`config.mk`:
```
export PLATFORM = sky130hd
export DESIGN_NAME = vend_txn_controller
export DESIGN_NICKNAME = d
export VERILOG_FILES = /design/src/rtl/vend_txn_controller.sv
export SDC_FILE = /design/constraint.sdc
export NUM_CORES = 1
export LEC_CHECK = 0
export CAP_MARGIN = 20
export CORE_MARGIN = 10
export CORE_UTILIZATION = 49
export DETAILED_ROUTE_END_ITERATION = 10
export PLACE_DENSITY = 0.84
export SLEW_MARGIN = 10
export SYNTH_ARGS = -nofsm -noshare
export SYNTH_HDL_FRONTEND = slang
export SYNTH_SLANG_ARGS = --single-unit
```
`constraint.sdc`:
```
create_clock -name clk -period 2.48 [get_ports clk]
set_input_delay 0.496 -clock clk [delete_from_list [all_inputs] [get_ports clk]]
set_output_delay 0.496 -clock clk [all_outputs]
set_load 0.005 [all_outputs]
```
`src/rtl/vend_txn_controller.sv`:
```
// vend_txn_controller
// Coin-operated vending transaction sequencer. Accumulates coin credit,
// checks it against PRICE on select, then drives the dispense and change
// mechanisms through req/ack handshakes. Credit is refunded one nickel per
// change ack on cancel or after an inactivity timeout. All outputs are
// registered; the request/busy/ready outputs are computed from the next
// state so that they line up cycle-for-cycle with a Moore decode of the
// state register.

module vend_txn_controller #(
  parameter int PRICE      = 3,
  parameter int MAX_CREDIT = 15,
  parameter int CREDIT_W   = 4,
  parameter int TIMEOUT    = 255,
  parameter int TIMER_W    = 8
) (
  input  logic                clk,
  input  logic                reset,
  input  logic                coin_valid,
  input  logic                coin_type,
  output logic                coin_ready,
  input  logic                select,
  input  logic                cancel,
  output logic                disp_req,
  input  logic                disp_ack,
  output logic                chg_req,
  input  logic                chg_ack,
  output logic [CREDIT_W-1:0] credit,
  output logic                busy,
  output logic                err
);

  typedef enum logic [1:0] {
    S_IDLE     = 2'd0,
    S_CREDIT   = 2'd1,
    S_DISPENSE = 2'd2,
    S_CHANGE   = 2'd3
  } state_t;

  // Price in both the credit width and the widened "effective credit" width.
  localparam logic [CREDIT_W:0]   LP_PRICE_E  = (CREDIT_W+1)'(PRICE);
  localparam logic [CREDIT_W-1:0] LP_PRICE_C  = CREDIT_W'(PRICE);
  // A dime must still fit under the ceiling, so coins are refused above this.
  localparam logic [CREDIT_W-1:0] LP_RDY_MAX  = CREDIT_W'(MAX_CREDIT - 2);
  localparam logic [TIMER_W-1:0]  LP_TMO_LAST = TIMER_W'(TIMEOUT - 1);

  state_t              r_state;
  state_t              w_state_next;
  logic [CREDIT_W-1:0] r_credit;
  logic [CREDIT_W-1:0] w_credit_next;
  logic [TIMER_W-1:0]  r_timer;
  logic [TIMER_W-1:0]  w_timer_next;
  logic                w_err_next;

  logic                r_coin_ready;
  logic                r_disp_req;
  logic                r_chg_req;
  logic                r_busy;
  logic                r_err;

  logic                w_coin_acc;
  logic [CREDIT_W:0]   w_coin_val;
  logic [CREDIT_W:0]   w_eff;
  logic [CREDIT_W-1:0] w_eff_c;
  logic [CREDIT_W-1:0] w_eff_sub;

  // Evaluation result for a cycle spent in (or entering) the credit phase.
  state_t              w_ev_state;
  logic [CREDIT_W-1:0] w_ev_credit;
  logic [TIMER_W-1:0]  w_ev_timer;
  logic                w_ev_err;

  // Coins are accepted only while ready and below the ceiling margin.
  function automatic logic f_coin_ready(input state_t s, input logic [CREDIT_W-1:0] c);
    return ((s == S_IDLE) || (s == S_CREDIT)) && (c <= LP_RDY_MAX);
  endfunction

  // Coin value and effective credit including a coin accepted this cycle.
  always_comb begin
    w_coin_acc = coin_valid & r_coin_ready;
    if (w_coin_acc) begin
      w_coin_val = coin_type ? (CREDIT_W+1)'(2) : (CREDIT_W+1)'(1);
    end else begin
      w_coin_val = '0;
    end
    w_eff     = {1'b0, r_credit} + w_coin_val;
    w_eff_c   = w_eff[CREDIT_W-1:0];
    w_eff_sub = w_eff_c - LP_PRICE_C;
  end

  // Credit-phase decision: cancel beats select beats the inactivity timer.
  always_comb begin
    w_ev_state  = S_CREDIT;
    w_ev_credit = r_credit;
    w_ev_timer  = r_timer;
    w_ev_err    = 1'b0;
    if (cancel) begin
      w_ev_state  = S_CHANGE;
      w_ev_credit = w_eff_c;
      w_ev_timer  = '0;
    end else if (select) begin
      if (w_eff >= LP_PRICE_E) begin
        w_ev_state  = S_DISPENSE;
        w_ev_credit = w_eff_sub;
        w_ev_timer  = '0;
      end else begin
        w_ev_state  = S_CREDIT;
        w_ev_credit = w_eff_c;
        w_ev_err    = 1'b1;
        // A coin arriving with the failed select still restarts the timer.
        w_ev_timer  = w_coin_acc ? '0 : r_timer;
      end
    end else if (w_coin_acc) begin
      w_ev_state  = S_CREDIT;
      w_ev_credit = w_eff_c;
      w_ev_timer  = '0;
    end else if (r_timer == LP_TMO_LAST) begin
      w_ev_state  = S_CHANGE;
      w_ev_credit = r_credit;
      w_ev_timer  = '0;
    end else begin
      w_ev_state  = S_CREDIT;
      w_ev_credit = r_credit;
      w_ev_timer  = r_timer + TIMER_W'(1);
    end
  end

  // Next-state, next-credit and timer logic for the transaction FSM.
  always_comb begin
    w_state_next  = r_state;
    w_credit_next = r_credit;
    w_timer_next  = '0;
    w_err_next    = 1'b0;
    case (r_state)
      S_IDLE: begin
        // With a coin in hand the idle cycle is judged like a credit cycle,
        // so a coin together with cancel/select takes effect immediately.
        if (w_coin_acc) begin
          w_state_next  = w_ev_state;
          w_credit_next = w_ev_credit;
          w_timer_next  = '0;
          w_err_next    = w_ev_err;
        end else if (select) begin
          w_err_next = 1'b1;
        end else begin
          w_state_next = S_IDLE;
        end
      end
      S_CREDIT: begin
        w_state_next  = w_ev_state;
        w_credit_next = w_ev_credit;
        w_timer_next  = w_ev_timer;
        w_err_next    = w_ev_err;
      end
      S_DISPENSE: begin
        if (disp_ack) begin
          w_state_next = (r_credit != '0) ? S_CHANGE : S_IDLE;
        end else begin
          w_state_next = S_DISPENSE;
        end
      end
      S_CHANGE: begin
        if (chg_ack) begin
          if (r_credit <= CREDIT_W'(1)) begin
            w_state_next  = S_IDLE;
            w_credit_next = '0;
          end else begin
            w_credit_next = r_credit - CREDIT_W'(1);
          end
        end else begin
          w_state_next = S_CHANGE;
        end
      end
      default: begin
        w_state_next  = S_IDLE;
        w_credit_next = '0;
      end
    endcase
  end

  // State, credit and timer registers.
  always_ff @(posedge clk) begin
    if (reset) begin
      r_state  <= S_IDLE;
      r_credit <= '0;
      r_timer  <= '0;
    end else begin
      r_state  <= w_state_next;
      r_credit <= w_credit_next;
      r_timer  <= w_timer_next;
    end
  end

  // Registered outputs decoded from the next state so they track r_state.
  always_ff @(posedge clk) begin
    if (reset) begin
      r_coin_ready <= 1'b1;
      r_disp_req   <= 1'b0;
      r_chg_req    <= 1'b0;
      r_busy       <= 1'b0;
      r_err        <= 1'b0;
    end else begin
      r_coin_ready <= f_coin_ready(w_state_next, w_credit_next);
      r_disp_req   <= (w_state_next == S_DISPENSE);
      r_chg_req    <= (w_state_next == S_CHANGE);
      r_busy       <= (w_state_next == S_DISPENSE) || (w_state_next == S_CHANGE);
      r_err        <= w_err_next;
    end
  end

  assign coin_ready = r_coin_ready;
  assign disp_req   = r_disp_req;
  assign chg_req    = r_chg_req;
  assign busy       = r_busy;
  assign err        = r_err;
  assign credit     = r_credit;

endmodule
```
==> results.sh <==
export IMPL_whs_endpoint="r_timer[6]$_SDFFE_PP0P_"
export IMPL_diodes=0
export IMPL_multi_input_area_um2=1080
export IMPL_hp_class="reg2reg"
export IMPL_hpwlAfterDp_mm=2.96
export IMPL_ys_seq_elements=19
export IMPL_synth_cell_type_count=50
export IMPL_setup_viol=4
export IMPL_rsz0062_at_grt="true"
export IMPL_synth_ff_type="dfxtp_1"
export IMPL_rr_endpoint="coin_ready$_SDFF_PP1_"
export IMPL_nets=234
export IMPL_utilization_pct=72.0
export IMPL_cts_root_buf="clkbuf_4"
export IMPL_r2r_setup_slack_ns=-0.16
export IMPL_ys_async_sr_fraction_pct=0
export IMPL_firstDrtPassIters=5
export IMPL_cts_htree_levels=1
export IMPL_die_area_um2=5300
export IMPL_arrival_ns=2.84
export IMPL_grt_pass1_vias=1447
export IMPL_final_hold_violation_count=0
export IMPL_slew_headroom_pct=73.3
export IMPL_skew_ns=0.00990
export IMPL_slew_viol_final=0
export IMPL_dieHeight_um=72.8
export IMPL_avgRoutedWirePerCell_um=18.4
export IMPL_yosysWarnings=0
export IMPL_violations="setup timing"
export IMPL_cp_startpoint="coin_ready$_SDFF_PP1_"
export IMPL_reg2reg_depth=12
export IMPL_crit_path_top_delay_cell="fa_2"
export IMPL_finalPower_mw=1.98
export IMPL_leakage_nw=0.772
export IMPL_drive_gt1_share_pct=31.0
export IMPL_gr_usage_all_layers_pct=15.8
export IMPL_cp_data_required_time_ns=2.68
export IMPL_grt_pass1_wl_mm=6.86
export IMPL_initial_core_util_pct=50.4
export IMPL_seq_area_um2=384
export IMPL_cellPowerDensity_nw_per_um2=1020
export IMPL_fmax_mhz=379
export IMPL_slowest_delay_ns=0.55
export IMPL_drt_iter0_drc=172
export IMPL_endpoint_kind="flop"
export IMPL_cp_max_fo=5
export IMPL_clk_latency_ns=0.31
export IMPL_cts_num_sinks=19
export IMPL_cts_clk_slew_worst_paths_ns=0.11
export IMPL_grt_max_degree=14
export IMPL_coreArea_um2=2710
export IMPL_grt_overflow=0
export IMPL_yosysSeqAreaShare_pct=27.9
export IMPL_via_per_inst=6.41
export IMPL_area_delta_synth_final_pct=43.0
export IMPL_cpMostUsedCell="ha_4"
export IMPL_setup_ws_ns=-0.160
export IMPL_antenna_found_initial=0
export IMPL_drcViolationCount=0
export IMPL_hold_ws_ns=0.523
export IMPL_postSynthCellCount=172
export IMPL_worstSetupPathType="reg2reg"
export IMPL_cts_tree="done"
export IMPL_vdd_drop_max_mv=0.906
export IMPL_vias=1583
export IMPL_synth_nets=189
export IMPL_hp_start="r_timer[6]$_SDFFE_PP0P_"
export IMPL_n_fill_cell=183
export IMPL_cts_buffers=3
export IMPL_rows=19
export IMPL_fp_dieW_um=72.8
export IMPL_finalCriticalPeriod_ns=2.64
export IMPL_worst_pin_slew_ns=0.399
export IMPL_rr_startpoint="coin_ready$_SDFF_PP1_"
export IMPL_clockBufferDepth=2
export IMPL_ant_nets=0
export IMPL_syn_area_per_cell_um2=7.94
export IMPL_drv_cap=0
export IMPL_hold_depth=2
export IMPL_synth_edf_count=0
export IMPL_routed_wl_mm=4.54
export IMPL_syn_cell_area_um2=1370
export IMPL_status="finished, violations left"
export IMPL_gp_congestion=0.962
export IMPL_period_share_pct=106
export IMPL_start_kind="flop"
export IMPL_worstPathCellList="nand2_8 > nor2_4 > ha_4 > fa_2 > buf_6 > ha_4 > nor2b_4 > nand2_1 > a21o_1 > a21oi_1 > o32a_1 > o31a_1"
export IMPL_io_buffer_count=16
export IMPL_io_pins=17
cells by family (layout without fill, tap and decap cells):
family	Yosys count	count (layout)	share of synthesized area [%]
compound gates	39	39	21.7
xor+xnor	7	7	5.04
fa+ha+maj	9	9	8.80
buf+inv	14	58	5.04
flops	19	19	27.9
mux	1	1	0.825
simple gates	83	83	30.7
flip-flops by register name, summed over array words and instances (netlist names):
name        flops
r_timer         8
busy            1
disp_req        1
r_state         2
coin_ready      1
err             1
chg_req         1
credit          4
placed cells by master (no fill, tap or decap), types with 2 or more instances in the layout:
cell	synthesis	layout
a221oi_2	1	2
and3_1	4	2
nand4_1	5	5
nand2b_1	2	2
ha_1	8	6
dfxtp_1	19	18
a22oi_1	5	4
buf_4	0	26
ha_4	0	2
o21ai_0	5	4
xor2_1	3	3
a21oi_1	9	9
nor3_2	0	4
nor2_1	23	20
nor3_1	7	2
inv_1	9	8
o21ai_1	2	3
clkbuf_4	0	3
or2_2	2	2
xnor2_1	3	3
clkdlybuf4s50_1	0	14
nand3b_1	2	2
a21o_1	3	3
and4_1	3	3
nand3_1	5	5
nand2_1	19	18
nor2_4	0	3
buf_6	2	3
critical path: cells and delay by family (launching register included):
family / cells / cell delay [ns]
compound gates: 4 / 0.92
fa+ha+maj: 3 / 0.88
flops: 1 / 0.39
simple gates: 4 / 0.23
buf+inv: 1 / 0.11
how the worst max path moves through the flow:
stage	endpoint	slack, ns	cells after the start
floorplan	coin_ready$_SDFF_PP1_	-0.13	10
global placement	credit[1]$_SDFF_PP0_	-0.79	12
detailed placement	coin_ready$_SDFF_PP1_	-0.93	13
CTS	coin_ready$_SDFF_PP1_	-0.10	11
global route	coin_ready$_SDFF_PP1_	-0.30	12
finish	coin_ready$_SDFF_PP1_	-0.16	12
where the power goes:
part | internal (mW) | total, mW | switching [mW]
combinational | 0.678 | 1.33 | 0.657
clock | 0.0629 | 0.164 | 0.101
sequential | 0.374 | 0.485 | 0.111
total | 1.11 | 1.98 | 0.868
per-layer routing:
metal	routed length [um]	up-vias	track usage [%]
li1	-	709	-
met1	1700	720	17.8
met2	2220	108	26.9
met3	384	46	4.76
met4	236	0	6.75
met5	0	-	0
synth_stat cells (2+ instances only):
cell / number / area (um2)
a21o_1: 3 / 22.5
a21oi_1: 9 / 45.0
a22oi_1: 5 / 37.5
and3_1: 4 / 25.0
and4_1: 3 / 26.3
buf_6: 2 / 22.5
clkbuf_1: 2 / 7.51
dfxtp_1: 19 / 380
ha_1: 8 / 100
inv_1: 9 / 33.8
nand2_1: 19 / 71.3
nand2b_1: 2 / 12.5
nand3_1: 5 / 25.0
nand3b_1: 2 / 15.0
nand4_1: 5 / 31.3
nor2_1: 23 / 86.3
nor2b_1: 2 / 12.5
nor3_1: 7 / 35.0
o21ai_0: 5 / 25.0
o21ai_1: 2 / 10.0
or2_2: 2 / 12.5
or3_1: 2 / 12.5
xnor2_1: 3 / 26.3
xor2_1: 3 / 26.3
per-stage QoR:
| step | worst slack, ns | instances | setup TNS, ns | area, um2 |
|---|---|---|---|---|
| floorplan | -0.132 | 172 | -0.443 | 1410 |
| global placement | -0.791 | 234 | -13.01 | 1720 |
| CTS | -0.101 | 242 | -0.102 | 1850 |
| global route | -0.299 | 247 | -1.23 | 1950 |
| finish | -0.160 | 247 | -0.251 | 1950 |
| detailed placement | -0.925 | 234 | -14.99 | 1720 |
final cells by class:
type | count | share of cell area, %
Tap cell | 31 | 1.99
Clock buffer | 4 | 1.35
Multi-Input combinational cell | 139 | 55.6
Sequential cell | 19 | 19.7
Inverter | 9 | 1.73
Timing Repair Buffer | 45 | 19.7
what timing repair did:
| item | CTS | global route |
|---|---|---|
| endpoints found under the hold margin | 0 | 0 |
| cloned | 0 | 0 |
| endpoints found under the setup margin | 19 | 16 |
| setup buffers | 5 | 5 |
| hold buffers | 0 | 0 |
| pin swaps | 11 | 10 |
| resized for setup | 25 | 14 |
No activity file was read; power rests on OpenSTA's default activity.
